$ cat src/rtl/alu_sequencer.sv
// Four-phase execute/write-back controller in front of a 4-entry 2R/1W register file.
// Handles one instruction per 4 cycles: accept, read operands, execute, write back.
module alu_sequencer #(
   parameter int W = 32
) (
   input  logic         clk,
   input  logic         reset,
   input  logic         instr_valid,
   output logic         instr_ready,
   input  logic [8:0]   instr,
   input  logic [W-1:0] imm,
   output logic [1:0]   rf_out1_sel,
   output logic [1:0]   rf_out2_sel,
   input  logic [W-1:0] rf_rd1,
   input  logic [W-1:0] rf_rd2,
   output logic         rf_en,
   output logic [1:0]   rf_in_sel,
   output logic [W-1:0] rf_in,
   output logic         done,
   output logic         flag_z,
   output logic         flag_c
);

   typedef enum logic [1:0] {S_IDLE, S_READ, S_EXEC, S_WRITE} state_t;

   localparam logic [2:0] OP_NOP = 3'b000;
   localparam logic [2:0] OP_ADD = 3'b001;
   localparam logic [2:0] OP_SUB = 3'b010;
   localparam logic [2:0] OP_AND = 3'b011;
   localparam logic [2:0] OP_OR  = 3'b100;
   localparam logic [2:0] OP_XOR = 3'b101;
   localparam logic [2:0] OP_MOV = 3'b110;

   state_t       state_q, state_d;
   logic [2:0]   op_q, op_d;
   logic [1:0]   dst_q, dst_d;
   logic [1:0]   sel1_q, sel1_d;
   logic [1:0]   sel2_q, sel2_d;
   logic [W-1:0] imm_q, imm_d;
   logic [W-1:0] opa_q, opa_d;
   logic [W-1:0] opb_q, opb_d;
   logic [W-1:0] result_q, result_d;
   logic         carry_q, carry_d;
   logic         rf_en_q, rf_en_d;
   logic         done_q, done_d;
   logic         flag_z_q, flag_z_d;
   logic         flag_c_q, flag_c_d;
   logic [W:0]   sum;

   always_comb begin
      state_d  = state_q;
      op_d     = op_q;
      dst_d    = dst_q;
      sel1_d   = sel1_q;
      sel2_d   = sel2_q;
      imm_d    = imm_q;
      opa_d    = opa_q;
      opb_d    = opb_q;
      result_d = result_q;
      carry_d  = carry_q;
      rf_en_d  = rf_en_q;
      done_d   = done_q;
      flag_z_d = flag_z_q;
      flag_c_d = flag_c_q;
      sum      = {1'b0, opa_q} + {1'b0, opb_q};

      case (state_q)
         S_IDLE: begin
            if (instr_valid) begin
               op_d    = instr[8:6];
               dst_d   = instr[5:4];
               sel1_d  = instr[3:2];
               sel2_d  = instr[1:0];
               imm_d   = imm;
               state_d = S_READ;
            end
         end
         S_READ: begin
            opa_d   = rf_rd1;
            opb_d   = rf_rd2;
            state_d = S_EXEC;
         end
         S_EXEC: begin
            carry_d = 1'b0;
            case (op_q)
               OP_NOP: result_d = '0;
               OP_ADD: begin
                  result_d = sum[W-1:0];
                  carry_d  = sum[W];
               end
               OP_SUB: begin
                  result_d = opa_q - opb_q;
                  carry_d  = (opa_q < opb_q);
               end
               OP_AND:  result_d = opa_q & opb_q;
               OP_OR:   result_d = opa_q | opb_q;
               OP_XOR:  result_d = opa_q ^ opb_q;
               OP_MOV:  result_d = opa_q;
               default: result_d = imm_q;
            endcase
            rf_en_d = (op_q != OP_NOP);
            done_d  = 1'b1;
            state_d = S_WRITE;
         end
         S_WRITE: begin
            rf_en_d = 1'b0;
            done_d  = 1'b0;
            // Flags follow the retiring result; NOP keeps the previous ones.
            if (op_q != OP_NOP) begin
               flag_z_d = (result_q == '0);
               flag_c_d = carry_q;
            end
            state_d = S_IDLE;
         end
         default: state_d = S_IDLE;
      endcase
   end

   always_ff @(posedge clk or negedge reset) begin
      if (!reset) begin
         state_q  <= S_IDLE;
         op_q     <= '0;
         dst_q    <= '0;
         sel1_q   <= '0;
         sel2_q   <= '0;
         imm_q    <= '0;
         opa_q    <= '0;
         opb_q    <= '0;
         result_q <= '0;
         carry_q  <= 1'b0;
         rf_en_q  <= 1'b0;
         done_q   <= 1'b0;
         flag_z_q <= 1'b0;
         flag_c_q <= 1'b0;
      end else begin
         state_q  <= state_d;
         op_q     <= op_d;
         dst_q    <= dst_d;
         sel1_q   <= sel1_d;
         sel2_q   <= sel2_d;
         imm_q    <= imm_d;
         opa_q    <= opa_d;
         opb_q    <= opb_d;
         result_q <= result_d;
         carry_q  <= carry_d;
         rf_en_q  <= rf_en_d;
         done_q   <= done_d;
         flag_z_q <= flag_z_d;
         flag_c_q <= flag_c_d;
      end
   end

   assign instr_ready = (state_q == S_IDLE);
   assign rf_out1_sel = sel1_q;
   assign rf_out2_sel = sel2_q;
   assign rf_en       = rf_en_q;
   assign rf_in_sel   = dst_q;
   assign rf_in       = result_q;
   assign done        = done_q;
   assign flag_z      = flag_z_q;
   assign flag_c      = flag_c_q;

endmodule
$ cat config.mk
export PLATFORM = sky130hd
export DESIGN_NAME = alu_sequencer
export DESIGN_NICKNAME = d
export VERILOG_FILES = /design/src/rtl/alu_sequencer.sv
export SDC_FILE = /design/constraint.sdc
export NUM_CORES = 1
export LEC_CHECK = 0
export BUFFER_PORTS_ARGS = -buffer_cell sky130_fd_sc_hd__buf_2
export CORE_AREA = 4 4 141 143
export DETAILED_ROUTE_END_ITERATION = 7
export DIE_AREA = 0 0 145 147
export PLACE_DENSITY = 0.89
export SETUP_SLACK_MARGIN = 0.5
export SYNTH_ARGS = -nofsm -noshare
export SYNTH_HDL_FRONTEND = slang
export SYNTH_SLANG_ARGS = --single-unit
$ cat constraint.sdc
create_clock -name clk -period 6.4 [get_ports clk]
set_input_delay 1.28 -clock clk [delete_from_list [all_inputs] [get_ports clk]]
set_output_delay 1.28 -clock clk [all_outputs]
set_load 0.03 [all_outputs]
[Word-level counts from Yosys, hierarchy flattened]
Index checks and enable logic that the tools add are counted.
Word-level totals
  bits in registers: 144
  bits of input ports: 108
  output and inout port bits: 43
  word-level logic and storage cells: 43
Cells by class
  add/subtract/negate cells: 2
  order comparisons: 1
  equal/unequal tests: 10
  muxes and demuxes: 6
  bitwise gates (word level): 3
  reduce and logical (&&, ||, !) cells: 7
Operators with widths (number)
  $pmux 32 s7: 1
  $add 32x32->33: 1
  $and 32x32->32: 1
  $logic_not 32->1: 1
  $lt 32x32->1: 1
  $or 32x32->32: 1
  $sub 32x32->32: 1
  $xor 32x32->32: 1
  $eq 3x3->1 const B: 3
  $pmux 2 s4: 1
  $eq 3x2->1 const B: 2
  $pmux 1 s2: 3
  $eq 2x2->1 const B: 2
  $reduce_and 2->1: 2
  $eq 3x1->1 const B: 1
  $logic_not 3->1: 1
  $reduce_bool 3->1: 1
  $eq 2x1->1 const B: 1
  $logic_not 2->1: 1
  $mux 2: 1
  $ne 2x2->1 const B: 1
  $reduce_bool 2->1: 1

[Logic depth before layout (Yosys ltp)]
Gate-level depths: netlist (run 1).
  word-level depth: 2
  mapped depth: 13
  mapped depth without buffers: 13

[Worst setup path before layout (run 1)]
Ideal clock, no wire load.
  path type: register -> register
  start point: register opa_q[0]
  end point: register result_q[26] (netlist: rf_in[26])
  setup time: 0.104 ns
  arrival time: 2.931 ns
  required time: 6.296 ns
  path slack: 3.365 ns
  cell stages (with the launch flop): 14
  path buffers: 0
  period minus slack after synthesis: 3.035 ns
  cells stage by stage: dfrtp_1 -> inv_1 -> ha_1 -> fa_1 -> o21ba_1 -> o21ba_1 -> o31ai_1 -> o21ai_1 -> a21oi_1 -> o21ai_1 -> o31a_1 -> o31ai_1 -> mux2i_1 -> a221oi_1
On the way
  word-level cells in the longest chain between the ends: 2
  elaborated cells between the ends (all ways): 3
  those cells by class: add/sub (2); mux (1)
RTL lines
  start, declared: RTL line 40  | logic [W-1:0] opa_q, opa_d;
  start signal, assigned: RTL line 142  | opa_q <= opa_d;
  $sub 32x32->32 / $add 32x32->33 (equally long branches): RTL line 92, 65
  $pmux 32 s7 *: RTL line 85  | case (op_q)
  end signal, assigned: RTL line 144  | result_q <= result_d;
  end, declared: RTL line 42  | logic [W-1:0] result_q, result_d;
Mark *: on every way between the ends. The rest lies on a longest branch, timed or not.
A chain may end at the register's enable or synchronous reset.

[Worst setup path after layout (run 1)]
Ends and elaborated chain as after synthesis.

==> flow_metrics.tcl, run 1 <==
set metrics [dict create \
    tritoncts "done" \
    hp-class "reg -> reg" \
    report.final.slew_viol_count 0 \
    dp_hpwl_um 25600 \
    synth_cells 1349 \
    routed.top_layer "met4" \
    cts.sinks 144 \
    synth_seq_area_share_pct 32.5 \
    critPathKind "reg -> reg" \
    wl_met2_um 15300 \
    rsz0062_at_grt "no" \
    postCtsHoldBufs 0 \
    period_needed_ps 3960 \
    fin_ws_ps 2440 \
    drtIter0Drc 1255 \
    ys_ff_latch 144 \
    htree_levels 4 \
    gr-total-overflow 0 \
    firstDrtPassIters 6 \
    ys_types 80 \
    vias 10700 \
    finalWeightedCongestion 0.981 \
    via_per_inst 6.35 \
    syn_area_mm2 0.0111 \
    end_kind "register" \
    skew_ps 12.6 \
    async_reset_ff_share_pct 100 \
    insertion_delay_ps 450 \
    arrival_ps 4300 \
    synth_flop_cell "dfrtp_1" \
    finalNetCount 1647 \
    cts_buffers 17 \
    setup_viol_count_final 0 \
    grtUsageTotal_pct 33.3 \
    crit_fanout 3 \
    synth_nets 1562 \
    grt_antenna_before_repair 0 \
    grt_max_degree 129 \
    synth_top_area_share_pct 32.5 \
    wl_met1_um 15800 \
    drv_cap 0 \
    fin_crit_sh_pct 61.9 \
    grt_pass1_wl_um 56500 \
    synth_area_leaders "dfrtp_1 (33%), ha_1 (12%), o21ai_0 (6.8%)" \
    netlist.top_cell.by_area "dfrtp_1" \
    yosysWarnings 0 \
    dieHeight_um 147 \
    worstSetupStartpointType "register" \
    antenna_cells 0 \
    cts_resized 0 \
    ios 151 \
    worst_slew_pin_slew_ps 1150 \
    port_buffers 150 \
    initial_core_util_pct 59.7 \
    relSlewSlack_pct 23.3 \
    die_w_um 145 \
    clock_path_buffers 2 \
    drc 0 \
    wl_met3_um 4010 \
    post-place-ws_ps 2690 \
    wl_per_cell_um 21.4 \
    grt_pass1_vias 10100 \
    synth-edff-count 0 \
    dieArea_mm2 0.0213 \
    core_area_mm2 0.0186 \
    fmax_mhz 252 \
    cts_setup_buffers 0 \
    drive_gt1_share_pct 18.4 \
    clockRootBuffer "clkbuf_16" \
    syn_to_final_growth_pct 11.5 \
    postRouteAntennaNets 0 \
    outcome "finished clean" \
    routed_wl_um 35900 \
    clkTransAtPathRegs_ps 70 \
    crit_required_ps 6740 \
    finalSetupTns_ps 0 \
    avgSynthCellArea_um2 8.22 \
    finalHoldViolations 0 \
    fillers 1555 \
    num_rows 50 \
]
## Yosys cell counts (all sizes together) (4+ instances only)
| cell | n |
|---|---|
| a31oi | 13 |
| clkbuf | 57 |
| o2bb2ai | 5 |
| ha | 103 |
| o221ai | 10 |
| a211oi | 8 |
| nor3 | 15 |
| xnor2 | 14 |
| a221o | 5 |
| a21oi | 111 |
| buf | 34 |
| inv | 106 |
| nand3 | 10 |
| o21bai | 14 |
| nor4 | 12 |
| a221oi | 12 |
| o21a | 6 |
| nand2b | 6 |
| mux2 | 44 |
| o21ai | 166 |
| nand2 | 165 |
| nor2 | 106 |
| and2 | 5 |
| o211ai | 34 |
| a211o | 6 |
| dfrtp | 144 |
| o31ai | 22 |
| and3 | 4 |
| or3 | 13 |
| a21o | 14 |
| nand4 | 14 |
| nor2b | 8 |
| mux2i | 10 |
| or2 | 4 |
## cell usage in the layout, fill, tap and decap left out, drive strengths merged, types with 4 or more instances in the layout
cell type and n:
nand4 14, nor4 12, or2 4, inv 111, nand2b 6, or3 13
o221ai 10, and3 4, and2 5, dfrtp 144, a211oi 8, a21o 14
o21bai 14, clkinv 7, nor2 106, nor2b 8, a221oi 12, a21oi 111
mux2i 10, xnor2 14, o211ai 34, nand2 165, o21a 6, a221o 5
clkbuf 19, ha 103, o2bb2ai 5, o31ai 22, mux2 44, nand3 10
nor3 15, a211o 6, buf 158, o21ai 166, a31oi 13
## worst paths after layout
path                            cells past startpoint      startpoint        endpoint  slack [ps]
worst min register to register                      1  rf_out1_sel[1]  rf_out1_sel[1]         500
worst max register to register                     13        opa_q[0]       rf_in[26]        2440
worst max-delay path                               13        opa_q[0]       rf_in[26]        2440
max in group asynchronous                           2           reset       rf_in[23]        4280
worst min-delay path                                1  rf_out1_sel[1]  rf_out1_sel[1]         500
min in group asynchronous                           1           reset        opa_q[8]         860
## worst max-delay path, stage by stage (launching register included)
cell and delay (ps):
dfrtp_1 360, inv_1 90, ha_1 260, fa_1 450, o21ba_1 220, o21ba_1 200, o31ai_1 630, o21ai_1 170
a21oi_1 270, o21ai_1 170, o31a_1 350, o31ai_1 270, mux2i_1 130, a221oi_1 280
## through the flow
stage | util (%) | hold slack [ps] | area, um^2 | cells
after global placement | 63.2 | 459 | 11700 | 1649
after CTS | 66.5 | 505 | 12400 | 1681
after floorplan | - | 473 | 11100 | 1349
final | 66.5 | 499 | 12400 | 1681
after detailed placement | 63.2 | 480 | 11700 | 1649
after global routing | 66.5 | 523 | 12400 | 1681
## metal layers
metal	GRT usage [%]	up-vias
li1	-	4921
met1	49.7	5055
met2	48.5	637
met3	8.14	68
met4	8.93	0
met5	0	-
## layout make-up
| cell class | count | area, um^2 | area share, % |
|---|---|---|---|
| clock inverter | 13 | 178 | 1.44 |
| sequential | 144 | 3610 | 29.2 |
| tap | 234 | 293 | 2.37 |
| timing repair buffer | 158 | 817 | 6.61 |
| multi-input combinational | 1004 | 6620 | 53.5 |
| clock buffer | 19 | 443 | 3.58 |
| inverter | 109 | 409 | 3.31 |
## kinds of logic after synthesis
family                   synth area share [%]
AO/OA/AOI/OAI                            26.2
buffers and inverters                    7.99
adder cells (fa/ha/maj)                  12.0
multiplexers                             5.58
AND/OR/NAND/NOR                          14.7
XOR/XNOR                                 1.11
flip-flops                               32.5
## sequential cells by signal (all words and copies together), names as in the netlist
signal       cells
rf_en            1
done             1
carry_q          1
opb_q           32
rf_in           32
opa_q           32
op_q             3
rf_out2_sel      2
rf_out1_sel      2
flag_c           1
state_q          2
rf_in_sel        2
imm_q           32
flag_z           1
Power of run 1 is not shown: default switching activity piles up to over one toggle a cycle in this logic, so the estimate is an artifact.
==> run 2: changes to the inputs <==
Settings changed: CORE_AREA 4 4 141 143 to 4 4 149 151, DIE_AREA 0 0 145 147 to 0 0 153 155, PLACE_DENSITY 0.89 to 0.84.
Clock period 6.4 ns to 3.5 ns, I/O delays scaled along.
==> flow_metrics.tcl, run 2 (synthesized netlist as in run 1, its figures left out) <==
set metrics [dict create \
    outcome "finished clean" \
    via_per_inst 6.11 \
    skew_ps 14.7 \
    drc 0 \
    rsz0062_at_grt "yes" \
    vias 10900 \
    finalSetupTns_ps 0 \
    multi_input_area_mm2 0.00719 \
    placed_area_mm2 0.0121 \
    firstDrtPassIters 5 \
    finalHoldViolations 0 \
    wl_per_cell_um 20.5 \
    drtIter0Drc 1223 \
    crit_fanout 8 \
    fmax_mhz 322 \
    report.final.slew_viol_count 0 \
    clockRootBuffer "clkbuf_16" \
    postCtsHoldBufs 0 \
    clock_path_buffers 2 \
    routed_wl_um 36600 \
    layout_commonest_cell "nand2_1" \
    dieArea_mm2 0.0237 \
    worst_slew_pin_slew_ps 1020 \
    port_buffers 150 \
    worstSetupStartpointType "register" \
    syn_to_final_growth_pct 21.7 \
    antenna_cells 0 \
    fin_cells 1790 \
    initial_core_util_pct 53.2 \
    gr-total-overflow 0 \
    ios 151 \
    fillers 1736 \
    arrival_ps 3390 \
    cts_buffers 17 \
    dieHeight_um 155 \
    num_rows 53 \
    grt_pass1_vias 10300 \
    setup_viol_count_final 0 \
    grtUsageTotal_pct 29.9 \
    final_area_mm2 0.0135 \
    fin_crit_sh_pct 88.8 \
    drv_cap 0 \
    insertion_delay_ps 430 \
    drive_gt1_share_pct 28.3 \
    postRouteAntennaNets 0 \
    tritoncts "done" \
    crit_required_ps 3780 \
    cts.sinks 144 \
    critPathKind "reg -> reg" \
    period_needed_ps 3110 \
    grt_pass1_wl_um 56900 \
    grt_max_degree 78 \
    end_kind "register" \
    finalWeightedCongestion 0.987 \
    dp_hpwl_um 26200 \
    core_area_mm2 0.0208 \
    relSlewSlack_pct 32.0 \
    hp-class "in -> async" \
    layout_common_cells "nand2_1 (164), o21ai_0 (149), buf_2 (149), dfrtp_1 (142), nor2_1 (102)" \
    htree_levels 4 \
    finalNetCount 1716 \
    grt_antenna_before_repair 1 \
    dp.cells 1724 \
    die_w_um 153 \
    seqCellArea_mm2 0.00361 \
    clkTransAtPathRegs_ps 60 \
]
==> run 2: worst paths after layout <==
kind | startpoint | to | slack [ps] | cells past startpoint
min in group clk | rf_rd2[14] | opb_q[14] | 470 | 3
hold / removal | reset | opa_q[2] | 300 | 1
setup reg to reg | opb_q[6] | rf_in[30] | 390 | 14
max in group asynchronous | reset | op_q[0] | 2430 | 2
hold reg to reg | flag_z | flag_z | 480 | 2
setup / recovery | opb_q[6] | rf_in[30] | 390 | 14
==> run 2: final cells by class <==
class	count	share of cell area (%)
multi-input combinational	1004	53.3
sequential	144	26.7
timing repair buffer	227	10.3
clock buffer	19	3.28
inverter	109	3.06
tap	275	2.55
clock inverter	12	0.825
==> run 2: critical path, stage by stage (launching register included) <==
cell and delay [ps]:
dfrtp_1 380, inv_2 70, ha_4 320, nor2b_4 60, buf_4 130, o21ai_1 230, o31ai_4 130, nor3_1 280
nor2_1 150, o41ai_2 370, buf_4 200, nor3_2 50, o31ai_1 220, nor3b_1 230, o221ai_1 150
==> run 2: metrics by stage <==
| stage | worst slack (ps) | hold slack [ps] | utilization, % |
|---|---|---|---|
| 3_3_place_gp | 213 | 459 | 58.0 |
| 5_1_grt | 300 | 341 | 64.8 |
| 4_1_cts | 408 | 322 | 62.8 |
| 3_5_place_dp | 79.0 | 464 | 58.0 |
| 2_1_floorplan | 513 | 404 | - |
| 6_report | 393 | 296 | 64.8 |
==> run 2: what timing repair did <==
| item | in CTS | in global routing |
|---|---|---|
| setup endpoints to repair | 20 | 21 |
| setup buffers | 18 | 17 |
| gates resized for setup | 69 | 59 |
| pin swaps | 28 | 32 |
==> run 2: per-layer routing <==
layer  global-route usage [%]  part of all wire [%]  vias up
met5                        0                 0.036        -
met4                     8.27                   2.2        2
met3                     7.68                    12       74
met2                     43.0                    42      692
met1                     44.7                    44     5120
li1                         -                     -     5054
Power of run 2 is left out for the same reason.
==> run 3: changes to the inputs <==
==> constraint.sdc (replaced) <==
create_clock -name clk -period 3.5 [get_ports clk]
set_input_delay 0.35 -clock clk [delete_from_list [all_inputs] [get_ports clk]]
set_output_delay 0.35 -clock clk [all_outputs]
set_load 0.03 [all_outputs]
==> flow_metrics.tcl, run 3 (synthesized netlist as in run 1, its figures left out) <==
set metrics [dict create \
    grt_antenna_before_repair 0 \
    layout_commonest_cell "nand2_1" \
    core_area_mm2 0.0208 \
    insertion_delay_ps 440 \
    layout_common_cells "nand2_1 (164), buf_2 (149), o21ai_0 (148), dfrtp_1 (142), nor2_1 (100)" \
    report.final.slew_viol_count 0 \
    syn_to_final_growth_pct 23.5 \
    die_w_um 153 \
    drtIter0Drc 1374 \
    rsz0062_at_grt "yes" \
    cts_buffers 17 \
    skew_ps 9.52 \
    dp.cells 1721 \
    r2r_cells 14 \
    vias 11100 \
    grt_pass1_vias 10200 \
    routed_wl_um 37500 \
    clockRootBuffer "clkbuf_16" \
    finalSetupTns_ps 0 \
    critPathKind "reg -> reg" \
    firstDrtPassIters 6 \
    dp_hpwl_um 26300 \
    crit_required_ps 3790 \
    worst_slew_pin_slew_ps 989 \
    antenna_cells 0 \
    dieArea_mm2 0.0237 \
    ios 151 \
    worstSetupStartpointType "register" \
    via_per_inst 6.13 \
    drv_cap 0 \
    fin_crit_sh_pct 88.8 \
    finalHoldViolations 11 \
    drc 0 \
    grt_max_degree 90 \
    arrival_ps 3400 \
    period_needed_ps 3110 \
    violations "hold timing" \
    relSlewSlack_pct 33.9 \
    postRouteAntennaNets 0 \
    grt_pass1_wl_um 57500 \
    port_buffers 150 \
    finalWeightedCongestion 0.982 \
    fin_cells 1805 \
    dieHeight_um 155 \
    hp-class "in -> async" \
    cts.sinks 144 \
    end_kind "register" \
    initial_core_util_pct 53.2 \
    wl_per_cell_um 20.8 \
    tritoncts "done" \
    grtUsageTotal_pct 30.3 \
    crit_fanout 4 \
    gr-total-overflow 0 \
    outcome "complete, but fails checks" \
    htree_levels 4 \
    setup_viol_count_final 0 \
    clock_path_buffers 2 \
    finalNetCount 1730 \
    clkTransAtPathRegs_ps 70 \
    timing.hold.ws_ps -40.7 \
    drive_gt1_share_pct 29.7 \
    fmax_mhz 322 \
    num_rows 53 \
    r2r_setup_slack_ps 390 \
]
-- run 3: cell count changes in the layout (fill, tap and decap cells not counted), moves of 3 or more --
cell / previous run / this run
inv_6: 2 / 5
buf_4: 71 / 87
ha_2: 4 / 7
inv_8: 0 / 3
-- run 3: critical path: stages (launching register included) --
cell and delay [ps]:
dfrtp_1 370, buf_4 120, ha_1 220, inv_1 80, fa_1 410, o21bai_1 230
a21oi_2 120, o21ai_2 210, a21o_1 270, buf_4 150, nand3_2 90, a21oi_2 170
o221ai_1 150, a21oi_2 260, o31ai_1 110
-- run 3: path summary, 6_finish.rpt --
path                            start        end
setup / recovery             opa_q[0]  rf_in[16]
hold / removal                  reset   opa_q[2]
setup reg to reg             opa_q[0]  rf_in[16]
hold reg to reg                flag_z     flag_z
max in group asynchronous       reset  imm_q[29]
min in group clk           rf_rd1[19]  opa_q[19]
-- run 3: final cells by class --
class                      count  area (um^2)
multi-input combinational   1004         7270
fill                        1724         7140
sequential                   144         3610
timing repair buffer         241         1470
clock buffer                  18          439
inverter                     109          410
tap                          275          344
clock inverter                14          146
-- run 3: timing repair --
action                     CTS  global route
pin swaps                   33            34
buffers inserted            32            20
resized for setup           82            58
hold buffers                 0             0
setup endpoints to repair   18            21
-- run 3: metrics by stage --
step | util, % | area (um^2) | worst slack, ps | hold WS (ps)
finish | 65.7 | 13700 | 394 | -40.7
global route | 65.7 | 13700 | 270 | 32.0
CTS | 63.6 | 13200 | 441 | 2.76
detailed placement | 57.9 | 12100 | 110 | 467
global placement | 57.9 | 12100 | 230 | 448
floorplan | - | 11100 | 513 | 54.4
-- run 3: per-layer routing --
layer / vias up / track usage [%] / wire, um
li1: 5088 / - / -
met3: 82 / 7.43 / 4010
met4: 0 / 6.87 / 735
met1: 5270 / 45.6 / 16900
met2: 621 / 44.3 / 15900
met5: - / 0 / 0
Power of run 3 is left out for the same reason.
